$ cat src/rtl/obstacle_field.sv
// Falling-obstacle field for the VGA dodge game: spawns squares at pseudo-random columns,
// drops them once per frame, scores exits, detects player collisions and drives the obstacle pixel mask.
module obstacle_field #(
  parameter int         N_OBS        = 4,
  parameter int         OBS_SIZE     = 32,
  parameter int         PLAYER_W     = 32,
  parameter int         PLAYER_H     = 32,
  parameter int         SPAWN_PERIOD = 60,
  parameter int         STEP         = 2,
  parameter int         SCREEN_W     = 640,
  parameter int         SCREEN_H     = 480,
  parameter logic [9:0] LFSR_SEED    = 10'h2A5
) (
  input  logic       CLOCK_50,
  input  logic       reset,
  input  logic       start,
  input  logic       vsync,
  input  logic [9:0] next_x,
  input  logic [9:0] next_y,
  input  logic [9:0] player_x,
  input  logic [9:0] player_y,
  output logic       obstacle_drawing,
  output logic       game_over,
  output logic [6:0] score,
  output logic [6:0] max_score
);

  // state | meaning
  // IDLE  | waiting for start key (active-low)
  // PLAY  | obstacles fall, spawn timer runs, collisions checked
  // OVER  | field frozen until start key released
  localparam logic [1:0] S_IDLE = 2'd0;
  localparam logic [1:0] S_PLAY = 2'd1;
  localparam logic [1:0] S_OVER = 2'd2;

  localparam int TW = (SPAWN_PERIOD > 1) ? $clog2(SPAWN_PERIOD) : 1;
  localparam logic [9:0] SPAWN_LIM = 10'(SCREEN_W - OBS_SIZE);

  logic [1:0]       r_state;
  logic             r_vs_meta, r_vs_sync, r_vs_d;
  logic [9:0]       r_lfsr;
  logic [TW-1:0]    r_timer;
  logic [N_OBS-1:0] r_active;
  logic [9:0]       r_x [N_OBS];
  logic [9:0]       r_y [N_OBS];
  logic [6:0]       r_score, r_max;
  logic             r_draw;

  logic             w_frame_tick, w_tick_play, w_spawn_now;
  logic [9:0]       w_spawn_x;
  logic [N_OBS-1:0] w_spawn_mask;
  logic [N_OBS-1:0] w_exit;
  logic [10:0]      w_y_next [N_OBS];
  logic [7:0]       w_score_sum;
  logic [6:0]       w_score_next;
  logic             w_collide, w_pix_hit, w_pix_on_screen;

  assign w_frame_tick = r_vs_d & ~r_vs_sync;
  assign w_tick_play  = w_frame_tick && (r_state == S_PLAY);
  assign w_spawn_now  = w_tick_play && (r_timer == TW'(SPAWN_PERIOD - 1));
  assign w_spawn_x    = (r_lfsr < SPAWN_LIM) ? r_lfsr : r_lfsr - SPAWN_LIM;
  // lowest clear bit of r_active as a one-hot; zero when every slot is busy
  assign w_spawn_mask = w_spawn_now ? (~r_active & (r_active + 1'b1)) : '0;
  assign w_score_next = (w_score_sum > 8'd127) ? 7'd127 : w_score_sum[6:0];
  assign w_pix_on_screen = ({1'b0, next_x} < 11'(SCREEN_W)) && ({1'b0, next_y} < 11'(SCREEN_H));

  always_comb begin
    w_collide   = 1'b0;
    w_pix_hit   = 1'b0;
    w_exit      = '0;
    w_score_sum = {1'b0, r_score};
    for (int i = 0; i < N_OBS; i++) begin
      w_y_next[i] = {1'b0, r_y[i]} + 11'(STEP);
      w_exit[i]   = w_tick_play && r_active[i] && (w_y_next[i] >= 11'(SCREEN_H));
      w_score_sum = w_score_sum + {7'd0, w_exit[i]};
      if (r_active[i]
          && ({1'b0, r_x[i]} < {1'b0, player_x} + 11'(PLAYER_W))
          && ({1'b0, player_x} < {1'b0, r_x[i]} + 11'(OBS_SIZE))
          && ({1'b0, r_y[i]} < {1'b0, player_y} + 11'(PLAYER_H))
          && ({1'b0, player_y} < {1'b0, r_y[i]} + 11'(OBS_SIZE)))
        w_collide = 1'b1;
      if (r_active[i]
          && (next_x >= r_x[i]) && ({1'b0, next_x} < {1'b0, r_x[i]} + 11'(OBS_SIZE))
          && (next_y >= r_y[i]) && ({1'b0, next_y} < {1'b0, r_y[i]} + 11'(OBS_SIZE)))
        w_pix_hit = 1'b1;
    end
  end

  always_ff @(posedge CLOCK_50) begin
    if (reset) begin
      r_state   <= S_IDLE;
      r_vs_meta <= 1'b1;
      r_vs_sync <= 1'b1;
      r_vs_d    <= 1'b1;
      r_lfsr    <= LFSR_SEED;
      r_timer   <= '0;
      r_active  <= '0;
      r_score   <= '0;
      r_max     <= '0;
      r_draw    <= 1'b0;
      for (int i = 0; i < N_OBS; i++) begin
        r_x[i] <= '0;
        r_y[i] <= '0;
      end
    end else begin
      r_vs_meta <= vsync;
      r_vs_sync <= r_vs_meta;
      r_vs_d    <= r_vs_sync;
      r_lfsr    <= {r_lfsr[8:0], r_lfsr[9] ^ r_lfsr[6]};
      r_draw    <= (r_state != S_IDLE) && w_pix_hit && w_pix_on_screen;
      if (r_score > r_max)
        r_max <= r_score;
      case (r_state)
        S_IDLE: begin
          if (!start) begin
            r_state  <= S_PLAY;
            r_active <= '0;
            r_score  <= '0;
            r_timer  <= '0;
          end
        end
        S_PLAY: begin
          if (w_collide)
            r_state <= S_OVER;
          if (w_frame_tick) begin
            r_timer <= w_spawn_now ? '0 : r_timer + 1'b1;
            r_score <= w_score_next;
            for (int i = 0; i < N_OBS; i++) begin
              if (w_spawn_mask[i]) begin
                r_active[i] <= 1'b1;
                r_x[i]      <= w_spawn_x;
                r_y[i]      <= '0;
              end else if (r_active[i]) begin
                r_y[i] <= w_y_next[i][9:0];
                if (w_exit[i])
                  r_active[i] <= 1'b0;
              end
            end
          end
        end
        S_OVER: begin
          if (start)
            r_state <= S_IDLE;
        end
        default: r_state <= S_IDLE;
      endcase
    end
  end

  assign obstacle_drawing = r_draw;
  assign game_over        = (r_state != S_PLAY);
  assign score            = r_score;
  assign max_score        = r_max;

endmodule

$ cat config.mk
export PLATFORM = sky130hd
export DESIGN_NAME = obstacle_field
export DESIGN_NICKNAME = d
export VERILOG_FILES = /design/src/rtl/obstacle_field.sv
export SDC_FILE = /design/constraint.sdc
export NUM_CORES = 1
export LEC_CHECK = 0
export BUFFER_PORTS_ARGS = -buffer_cell sky130_fd_sc_hd__buf_4
export CAP_MARGIN = 15
export CORE_AREA = 4 4 142 144
export DETAILED_ROUTE_END_ITERATION = 6
export DIE_AREA = 0 0 146 148
export GPL_ROUTABILITY_DRIVEN = 0
export PLACE_DENSITY = 0.77
export SYNTH_ARGS = -nofsm -noshare
export SYNTH_HDL_FRONTEND = slang
export SYNTH_SLANG_ARGS = --single-unit
$ cat constraint.sdc
create_clock -name CLOCK_50 -period 4 [get_ports CLOCK_50]
set_input_delay 0.8 -clock CLOCK_50 [delete_from_list [all_inputs] [get_ports CLOCK_50]]
set_output_delay 0.8 -clock CLOCK_50 [all_outputs]
set_load 0.05 [all_outputs]
==> results of run 1 <==
==> worst reg2reg max path, stage by stage, from the launching register on <==
cell,delay [ns]
sky130_fd_sc_hd__edfxtp_1,0.40
sky130_fd_sc_hd__ha_1,0.24
sky130_fd_sc_hd__nand3_1,0.13
sky130_fd_sc_hd__nor2_1,0.09
sky130_fd_sc_hd__or4_4,0.53
sky130_fd_sc_hd__a31oi_4,0.26
sky130_fd_sc_hd__nor2_1,0.11
sky130_fd_sc_hd__fa_1,0.51
sky130_fd_sc_hd__inv_1,0.06
sky130_fd_sc_hd__fa_1,0.41
sky130_fd_sc_hd__nor2b_1,0.12
sky130_fd_sc_hd__o21a_1,0.18
sky130_fd_sc_hd__nand4_1,0.13
sky130_fd_sc_hd__or2_4,0.28
sky130_fd_sc_hd__a311oi_1,0.25
==> cell type report <==
class / instances / area share
Sequential cell: 116 / 0.2314
Tap cell: 234 / 0.02197
Inverter: 113 / 0.03183
Clock buffer: 19 / 0.03324
Clock inverter: 13 / 0.009484
Timing Repair Buffer: 83 / 0.04677
Multi-Input combinational cell: 1086 / 0.6253
==> routing by layer <==
metal / up-vias / share of wire / global-route usage
met5: - / 0 / 0
met4: 0 / 0.029 / 0.1011
met3: 75 / 0.092 / 0.06223
met2: 445 / 0.45 / 0.4780
met1: 4956 / 0.43 / 0.4120
li1: 5119 / - / -
==> logic make-up (layout without fill, tap and decap cells) <==
kind of cell / count (synthesis) / in the layout
compound gates: 322 / 322
xor+xnor: 59 / 59
fa+ha+maj: 280 / 280
buf+inv: 129 / 228
flops: 116 / 116
mux: 9 / 9
simple gates: 416 / 416
==> timing repair <==
action	4_1_cts	5_1_grt
resized for setup	0	5
endpoints found under the setup margin	0	7
buffers inserted	0	2
==> worst max-delay path by stage <==
stage,slack [ns],cells past startpoint,from,to
4_1_cts,0.007,14,r_y[2][6]$_SDFFCE_PN0P_,score[0]$_SDFFE_PP0P_
3_5_place_dp,0.05,14,r_y[2][5]$_SDFFCE_PN0P_,score[0]$_SDFFE_PP0P_
2_1_floorplan,0.29,16,r_y[2][5]$_SDFFCE_PN0P_,score[4]$_SDFFE_PP0P_
5_1_grt,-0.001,16,r_y[2][6]$_SDFFCE_PN0P_,score[4]$_SDFFE_PP0P_
6_report,0.20,14,r_y[2][5]$_SDFFCE_PN0P_,score[0]$_SDFFE_PP0P_
3_3_place_gp,0.16,16,r_y[2][5]$_SDFFCE_PN0P_,score[4]$_SDFFE_PP0P_
==> Yosys cell counts, drive strengths merged, types with 3 or more instances <==
cell	number	area share
o21ai	66	0.028
and3	22	0.012
o2111ai	7	0.0052
clkbuf	15	0.0047
o2bb2ai	3	0.0022
nand3	56	0.024
xor2	4	0.0030
a31oi	13	0.0069
nand2b	27	0.014
nand4	20	0.011
dfxtp	40	0.067
a41oi	3	0.0022
o211ai	20	0.013
or2	10	0.0053
a2111oi	13	0.0096
a211o	4	0.0030
edfxtp	76	0.19
o22ai	3	0.0016
nor2b	23	0.012
o41ai	3	0.0022
mux2i	9	0.0076
a22oi	4	0.0025
nor3	25	0.011
o21a	27	0.017
o31ai	14	0.0089
a211oi	12	0.0076
nor2	121	0.038
ha	277	0.29
xnor2	55	0.041
o221ai	7	0.0052
or4	4	0.0025
inv	113	0.036
a21o	13	0.0082
nor4	9	0.0047
or3	10	0.0053
a311oi	4	0.0030
and2	9	0.0047
fa	3	0.0051
nand2	71	0.023
a21boi	3	0.0019
a21oi	86	0.036
==> sequential cells by signal, indices dropped and copies added (netlist names) <==
name and count:
score 7, r_vs_d 1, max_score 7, r_y 36, r_lfsr 10, r_vs_sync 1, r_vs_meta 1, r_state 2
r_active 4, r_timer 6, r_x 40, obstacle_drawing 1
==> stage by stage <==
stage	util	setup TNS, ns
2_1_floorplan	-	0
3_3_place_gp	0.6795	0
3_5_place_dp	0.6795	0
4_1_cts	0.7100	0
5_1_grt	0.7123	-0.002593
6_report	0.7123	0
==> power by group through the flow <==
stage          Clock, uW  Sequential, uW  Combinational, uW
2_1_floorplan          0            1390                595
3_3_place_gp           0            1410                874
5_1_grt             1530            1390               1030
3_5_place_dp           0            1410                895
6_report            1470            1390                922
4_1_cts             1480            1380                906
==> flow_results.org, run 1 <==
** Hold path
- Hold Path Class :: reg2reg
- Worst-case hold path end point :: r_vs_sync$_SDFF_PP1_
- Along the worst hold path, the cell count comes to 1.
- The startpoint identified for the worst hold timing path is r_vs_meta$_SDFF_PP1_.

** Power and ir drop
- Internal power component :: 2565 uW
- After layout, the design draws a total of 3775 uW.
- IR drop worst, VDD :: 0.3544 mV
- Share of power burned in combinational logic :: 0.244
- For this design the static power due to leakage is 0.005802 uW.
- Switching pwr :: 1210 uW
- Clock network fraction of design power :: 0.388
- Seq pwr share :: 0.367
- Of the total power, the share spent switching nets is 0.3206.
- Power spread over the standard cell area amounts to 283.4 nW/um^2.

** Synth
- Of the total synthesized cell area, the portion taken by AND, OR, NAND and NOR gates is 0.1736.
- Post-Syn Nets :: 1655
- The synthesized design contains 116 register bits.
- Of the total synthesized cell area, the portion taken by XOR and XNOR cells is 0.04353.
- After synthesis, the largest family of logic cells by area is adder cells.
- Number of flops mapped to enable cells by yosys :: 76
- Summing every instance area after synthesis gives 11870 sq um.
- Yosys warning count :: 0
- Number of instances in the synthesized netlist :: 1331
- The portion of synthesized area spent on multiplexers is 0.007589.
- Post-synth ARST share :: 0
- Post-synthesis compound-gate area fraction :: 0.1777
- In this run the mean area of a mapped cell was 8.919 sq um.
- Share of the yosys chip area belonging to registers :: 0.2597
- Most used DFF post-synth :: sky130_fd_sc_hd__edfxtp_1
- Of the total synthesized cell area, the portion taken by full adders, half adders and majority gates is 0.2970.
- After synthesis, the netlist uses 67 different library cells.

** Timing
- Setup violations remaining at the end of the flow were counted as 0.
- On the final layout, the worst clock skew is 0.01305 ns.
- Post-route worst setup slack :: 0.2037 ns
- Final Critical Period :: 3.796 ns
- Worst slew slack as a fraction of its limit :: 0.3914
- Final max-slew violation count :: 0
- Worst hold slack across all endpoints :: 0.4076 ns
- Maximum frequency from static timing analysis :: 0.2634 GHz
- Period utilisation layout :: 0.9491
- Number of hold violations in the final report :: 0
- At the pin with the least slew margin, the transition time is 0.9089 ns.

** Cells and area
- The finished cells cover 13320 sq um.
- Leaving out fill and tap cells, the most frequent cell in the layout is sky130_fd_sc_hd__ha_1.
- Total Nets Final :: 1741
- Number of fillers in the final layout :: 1436
- Registers take 3083 sq um.
- The area growth from synthesis to layout is 12.24%.
- Share of final-layout standard cells stronger than drive strength 1 :: 0.09301
- Diode insertion count for antenna repair :: 0
- The finished layout holds 1664 standard cells, fillers aside.
- Highest-count cells in the layout ignoring fill and taps :: sky130_fd_sc_hd__ha_1 (277), sky130_fd_sc_hd__nor2_1 (121), sky130_fd_sc_hd__inv_1 (112)
- In the final layout, the multi-input gates occupy 8332 sq um.

** Clocking
- After clock tree synthesis, the clock-pin slew on the worst setup and hold paths is 0.06 ns.
- TritonCTS built the clock tree.
- The H-tree was split into 4 levels.
- Clock Root Buffer :: sky130_fd_sc_hd__clkbuf_16
- In this run the deepest clock path goes through 2 buffers.
- Clock tree synthesis found a total of 116 sinks.
- Clock tree synthesis inserted a total of 17 buffers.
- Hold buffer count at cts :: 0
- For the worst-skew pair, the clock arrives at the later sink with an insertion delay of 0.42 ns.

** Floorplanning
- The die covers 21610 sq um.
- 60 I/O pins were placed.
- In this run the horizontal extent of the chip is 146 um.
- Die height :: 148 um
- The floorplan has 50 rows.
- Area of the placeable core :: 18710 sq um
- For this configuration, the core starts out at a cell density of 0.6346.

** Worst setup path
- CP Capture Type :: flip-flop
- Setup slack on the worst flop-to-flop path :: 0.20 ns
- The startpoint identified for the worst register-to-register timing path is r_y[2][5]$_SDFFCE_PN0P_.
- Cell type group with the largest total delay on the critical path :: simple AND/OR/NAND/NOR gates
- Worst-path fanout max :: 5
- Category of the most critical setup path :: reg2reg
- Together, buffers and inverters on the worst path number 1.
- The critical path goes through ha_1 > nand3_1 > nor2_1 > or4_4 > a31oi_4 > nor2_1 > fa_1 > inv_1 > fa_1 > nor2b_1 > o21a_1 > nand4_1 > or2_4 > a311oi_1.
- Worst EP required :: 4.33 ns
- STA classifies the critical path startpoint as a flip-flop.
- Data on the critical path arrives at its endpoint at 4.13 ns.
- The endpoint identified for the worst register-to-register timing path is score[0]$_SDFFE_PP0P_.
- In this design, the stage delay of the slowest critical-path cell is 0.53 ns.
- The largest individual stage delay along the critical path comes from the cell sky130_fd_sc_hd__or4_4.
- R2R cell count :: 14

** Routing
- Detail Route Antenna Nets :: 0
- Routed wire length :: 32960 um
- Starting DRC count in detailed routing :: 880
- After detailed routing, the number of remaining DRC violations is 0.
- Before antenna repair, the detailed router went through 5 iterations.
- Via count :: 10600
- Dividing the detail-routed wire length by the instance count gives 19.81 um.
- Using the TritonRoute via totals, the vias-per-cell ratio works out to 6.367.

** Run status
- Result of the run :: completed

** GRT
- The first global-routing pass estimated 51970 um of wire.
- Entering global routing, the biggest net connects 37 pins.
- The total overflow left after global routing is 0.
- Antenna violations before repair :: 0
- The via count of the first global-routing pass came to 10210.
- Tot GR Track Use :: 0.3010

** Run
- Number of max-capacitance violations reported :: 0

** Place
- Total of buffers placed on input and output ports :: 59
- After legalization and detailed placement, the total HPWL measured 26380 um.
- Cell Area, Placed :: 12710 sq um
- Worst setup slack after placement :: 0.04985 ns
- Including well taps, the total number of placed cells is 1630.
(Power assumes the default switching activity.)
==> inputs of run 2 (changes only) <==
==> constraint.sdc (replaced) <==
create_clock -name CLOCK_50 -period 4 [get_ports CLOCK_50]
set_input_delay 1 -clock CLOCK_50 [delete_from_list [all_inputs] [get_ports CLOCK_50]]
set_output_delay 1 -clock CLOCK_50 [all_outputs]
set_load 0.05 [all_outputs]
==> flow_results.org, run 2 (synthesized netlist as in run 1, its figures left out) <==
** Run status
- Result of the run :: finished with violations (was completed)
- The checks that failed: DRC.

** Floorplanning
- Num ports :: 60 (unchanged)
- The width of the chip was 146 um (unchanged).
- The row count came to 50 (unchanged).
- Die height :: 148 um (unchanged)
- Area of the placeable core :: 18710 sq um (unchanged)
- Die area :: 21610 sq um (unchanged)
- The starting utilization of the core area came to 0.6346 (unchanged).

** GRT
- The number of antenna violations at the first check in global routing is 0 (unchanged).
- Vias in the first global route :: 10310 (was 10210)
- The global route total overflow is 0 (unchanged).
- Largest net degree at the start of global routing :: 37 (unchanged)
- Wire length of the first global-routing pass :: 52820 um (was 51970 um)
- The global router's overall resource usage came to 0.3069 (was 0.3010).

** Cells and area
- The fraction of layout instances using a drive strength above 1 was 0.09116 (was 0.09301).
- Total non-filler cell area in the finished layout :: 13300 sq um (was 13320 sq um)
- Reg area :: 3083 sq um (unchanged)
- Max reg flops :: 40 (unchanged)
- The number of antenna diodes was 0 (unchanged).
- The count of filler cells inserted in the layout is 1458 (was 1436).
- Post-layout util :: 0.7112 (was 0.7123)
- The synthesis-to-finish area growth is 12.06% (was 12.24%).
- Most common library cell in the layout ignoring fill and taps :: sky130_fd_sc_hd__ha_1 (unchanged)
- Registers with the most flip-flops: r_x x40, r_y x36, r_lfsr x10 (unchanged).
- The total number of nets in the final design was 1737 (was 1741).
- The multi-input gate area in the final layout was 8332 sq um (unchanged).
- Highest-count cells in the layout ignoring fill and taps: sky130_fd_sc_hd__ha_1 (277), sky130_fd_sc_hd__nor2_1 (121), sky130_fd_sc_hd__inv_1 (112) (unchanged).
- The register with the highest flop count is r_x (unchanged).

** Clocking
- Hold buffer count at cts :: 0 (unchanged)
- Number of buffers created by CTS :: 17 (unchanged)
- Clock-pin slew on the worst setup and hold paths :: 0.07 ns (was 0.06 ns)
- Later-pin clock latency in the skew report :: 0.43 ns (was 0.42 ns)
- The number of H-tree levels is 4 (unchanged).
- CTS tree :: done (unchanged)
- Number of sinks on the clock net :: 116 (unchanged)
- Maximum buffer depth of the clock tree :: 2 (unchanged)
- Clock Root Buffer :: sky130_fd_sc_hd__clkbuf_16 (unchanged)

** Routing
- The detailed-route via count was 10780 (was 10600).
- Starting DRC count in detailed routing :: 1035 (was 880)
- Routed wire length :: 33660 um (was 32960 um)
- Vias per cell :: 6.495 (was 6.367)
- Final routed wire length divided by cell count :: 20.28 um (was 19.81 um)
- The detailed-routing iteration count for the pre-antenna-repair pass is 7 (was 5).
- Number of design rule violations left after detail routing :: 4 (was 0)
- The post-route antenna net violation count was 0 (unchanged).

** Power and ir drop
- The part of the power in combinational logic came to 0.243 (was 0.244).
- The largest vdd supply drop was 0.3541 mV (was 0.3544 mV).
- The clock network fraction of total power came to 0.392 (was 0.388).
- Switching pwr :: 1264 uW (was 1210 uW)
- Power density relative to cell area :: 286.0 nW/um^2 (was 283.4 nW/um^2)
- The net switching fraction of the power came to 0.3321 (was 0.3206).
- The leakage component of the power is 0.005800 uW (was 0.005802 uW).
- The internal cell power was 2541 uW (was 2565 uW).
- Seq pwr share :: 0.365 (was 0.367)

** Timing
- The peak clock frequency supported by timing was 0.2658 GHz (was 0.2634 GHz).
- Endpoints failing setup :: 0 (unchanged)
- Number of hold violations in the final report :: 0 (unchanged)
- Worst-margin pin slew :: 0.9246 ns (was 0.9089 ns)
- The part of the cycle the worst path needs was 0.9405 (was 0.9491).
- Worst slew slack as a fraction of its limit :: 0.3809 (was 0.3914)
- The final max-slew violation count was 0 (unchanged).
- Final Critical Period :: 3.762 ns (was 3.796 ns)
- The total negative setup slack is 0 ns (unchanged).
- The worst hold slack came to 0.4122 ns (was 0.4076 ns).
- Setup repair after global routing missed its margin :: false
- The final setup slack of the worst path is 0.2379 ns (was 0.2037 ns).
- The final clock skew came to 0.01516 ns (was 0.01305 ns).

** Place
- The count of input and output buffers came to 59 (unchanged).
- Worst setup slack after placement :: 0.06918 ns (was 0.04985 ns)
- The placed wire-length estimate came to 26590 um (was 26380 um).
- Cell Area, Placed :: 12690 sq um (was 12710 sq um)

** Worst setup path
- The critical path arrival is 4.11 ns (was 4.13 ns).
- The kind of capture point of the worst setup path was a flip-flop (unchanged).
- The count of cells along the worst register-to-register path was 15 (was 14).
- Critical path launch point type :: flip-flop (unchanged)
- Category of the most critical setup path :: reg2reg (unchanged)
- The maximum fanout count along the critical path was 3 (was 5).
- The data required time at the worst endpoint is 4.35 ns (was 4.33 ns).

** Hold path
- Worst hold path cell count :: 1 (unchanged)
- Hold Path Class :: reg2reg (unchanged)

** Run
- Number of max-capacitance violations reported :: 0 (unchanged)
-- run 2: cell types whose count changed in the layout (fill, tap and decap cells not counted) --
| cell | before | now |
|---|---|---|
| sky130_fd_sc_hd__inv_6 | 2 | 6 |
| sky130_fd_sc_hd__inv_8 | 1 | 3 |
| sky130_fd_sc_hd__clkinvlp_4 | 4 | 0 |
| sky130_fd_sc_hd__clkinv_4 | 3 | 4 |
| sky130_fd_sc_hd__clkbuf_1 | 1 | 0 |
| sky130_fd_sc_hd__buf_4 | 83 | 79 |
| sky130_fd_sc_hd__bufinv_16 | 1 | 0 |
| sky130_fd_sc_hd__clkbuf_16 | 17 | 18 |
| sky130_fd_sc_hd__clkbuf_8 | 1 | 0 |
| sky130_fd_sc_hd__clkinv_2 | 1 | 0 |
-- run 2: worst paths after layout --
check | from | slack, ns | endpoint
max | r_y[2][1]$_SDFFCE_PN0P_ | 0.24 | score[6]$_SDFFE_PP0P_
min | r_vs_meta$_SDFF_PP1_ | 0.41 | r_vs_sync$_SDFF_PP1_
max reg2reg | r_y[2][1]$_SDFFCE_PN0P_ | 0.24 | score[6]$_SDFFE_PP0P_
min reg2reg | r_vs_meta$_SDFF_PP1_ | 0.41 | r_vs_sync$_SDFF_PP1_
-- run 2: what timing repair did --
action / 4_1_cts / 5_1_grt
resized for setup: 0 / 5
buffers inserted: 0 / 1
setup endpoints to repair: 0 / 7
-- run 2: final cells by class --
class                   instances  share of cell area
multi-input cells            1086              0.6263
flip-flops and latches        116              0.2318
repair buffers                 79             0.04458
clock buffers                  18             0.03386
inverters                     113             0.03188
well taps                     234             0.02201
clock inverters                14            0.009594
-- run 2: critical path, cell delays in order (launching register included) --
cell and delay (ns):
sky130_fd_sc_hd__edfxtp_1 0.41, sky130_fd_sc_hd__ha_1 0.25, sky130_fd_sc_hd__nand3_1 0.10, sky130_fd_sc_hd__nor2_1 0.08
sky130_fd_sc_hd__or4_4 0.54, sky130_fd_sc_hd__a31oi_4 0.26, sky130_fd_sc_hd__nor2_1 0.10, sky130_fd_sc_hd__fa_1 0.50
sky130_fd_sc_hd__inv_1 0.05, sky130_fd_sc_hd__fa_1 0.42, sky130_fd_sc_hd__inv_1 0.08, sky130_fd_sc_hd__fa_1 0.20
sky130_fd_sc_hd__nand3_1 0.12, sky130_fd_sc_hd__nor3_1 0.28, sky130_fd_sc_hd__o211ai_1 0.13, sky130_fd_sc_hd__a31oi_1 0.17
-- run 2: per-stage QoR --
stage	total power, uW	std cells
after floorplan	1985	1331
final	3805	1660
after detailed placement	2307	1627
after global routing	3965	1660
after global placement	2280	1627
after CTS	3789	1659
-- run 2: power groups by stage --
stage          combinational (uW)  sequential [uW]  clock (uW)
4_1_cts                       905             1380        1500
3_5_place_dp                  898             1410           0
3_3_place_gp                  873             1410           0
2_1_floorplan                 595             1390           0
6_report                      925             1390        1490
5_1_grt                      1030             1390        1550
-- run 2: routing by layer --
metal | track usage | wire length (um) | vias up
met5 | 0 | 0 | -
met2 | 0.4766 | 14680 | 485
li1 | - | - | 5102
met3 | 0.08063 | 3313 | 93
met4 | 0.1110 | 1055 | 0
met1 | 0.4149 | 14620 | 5102
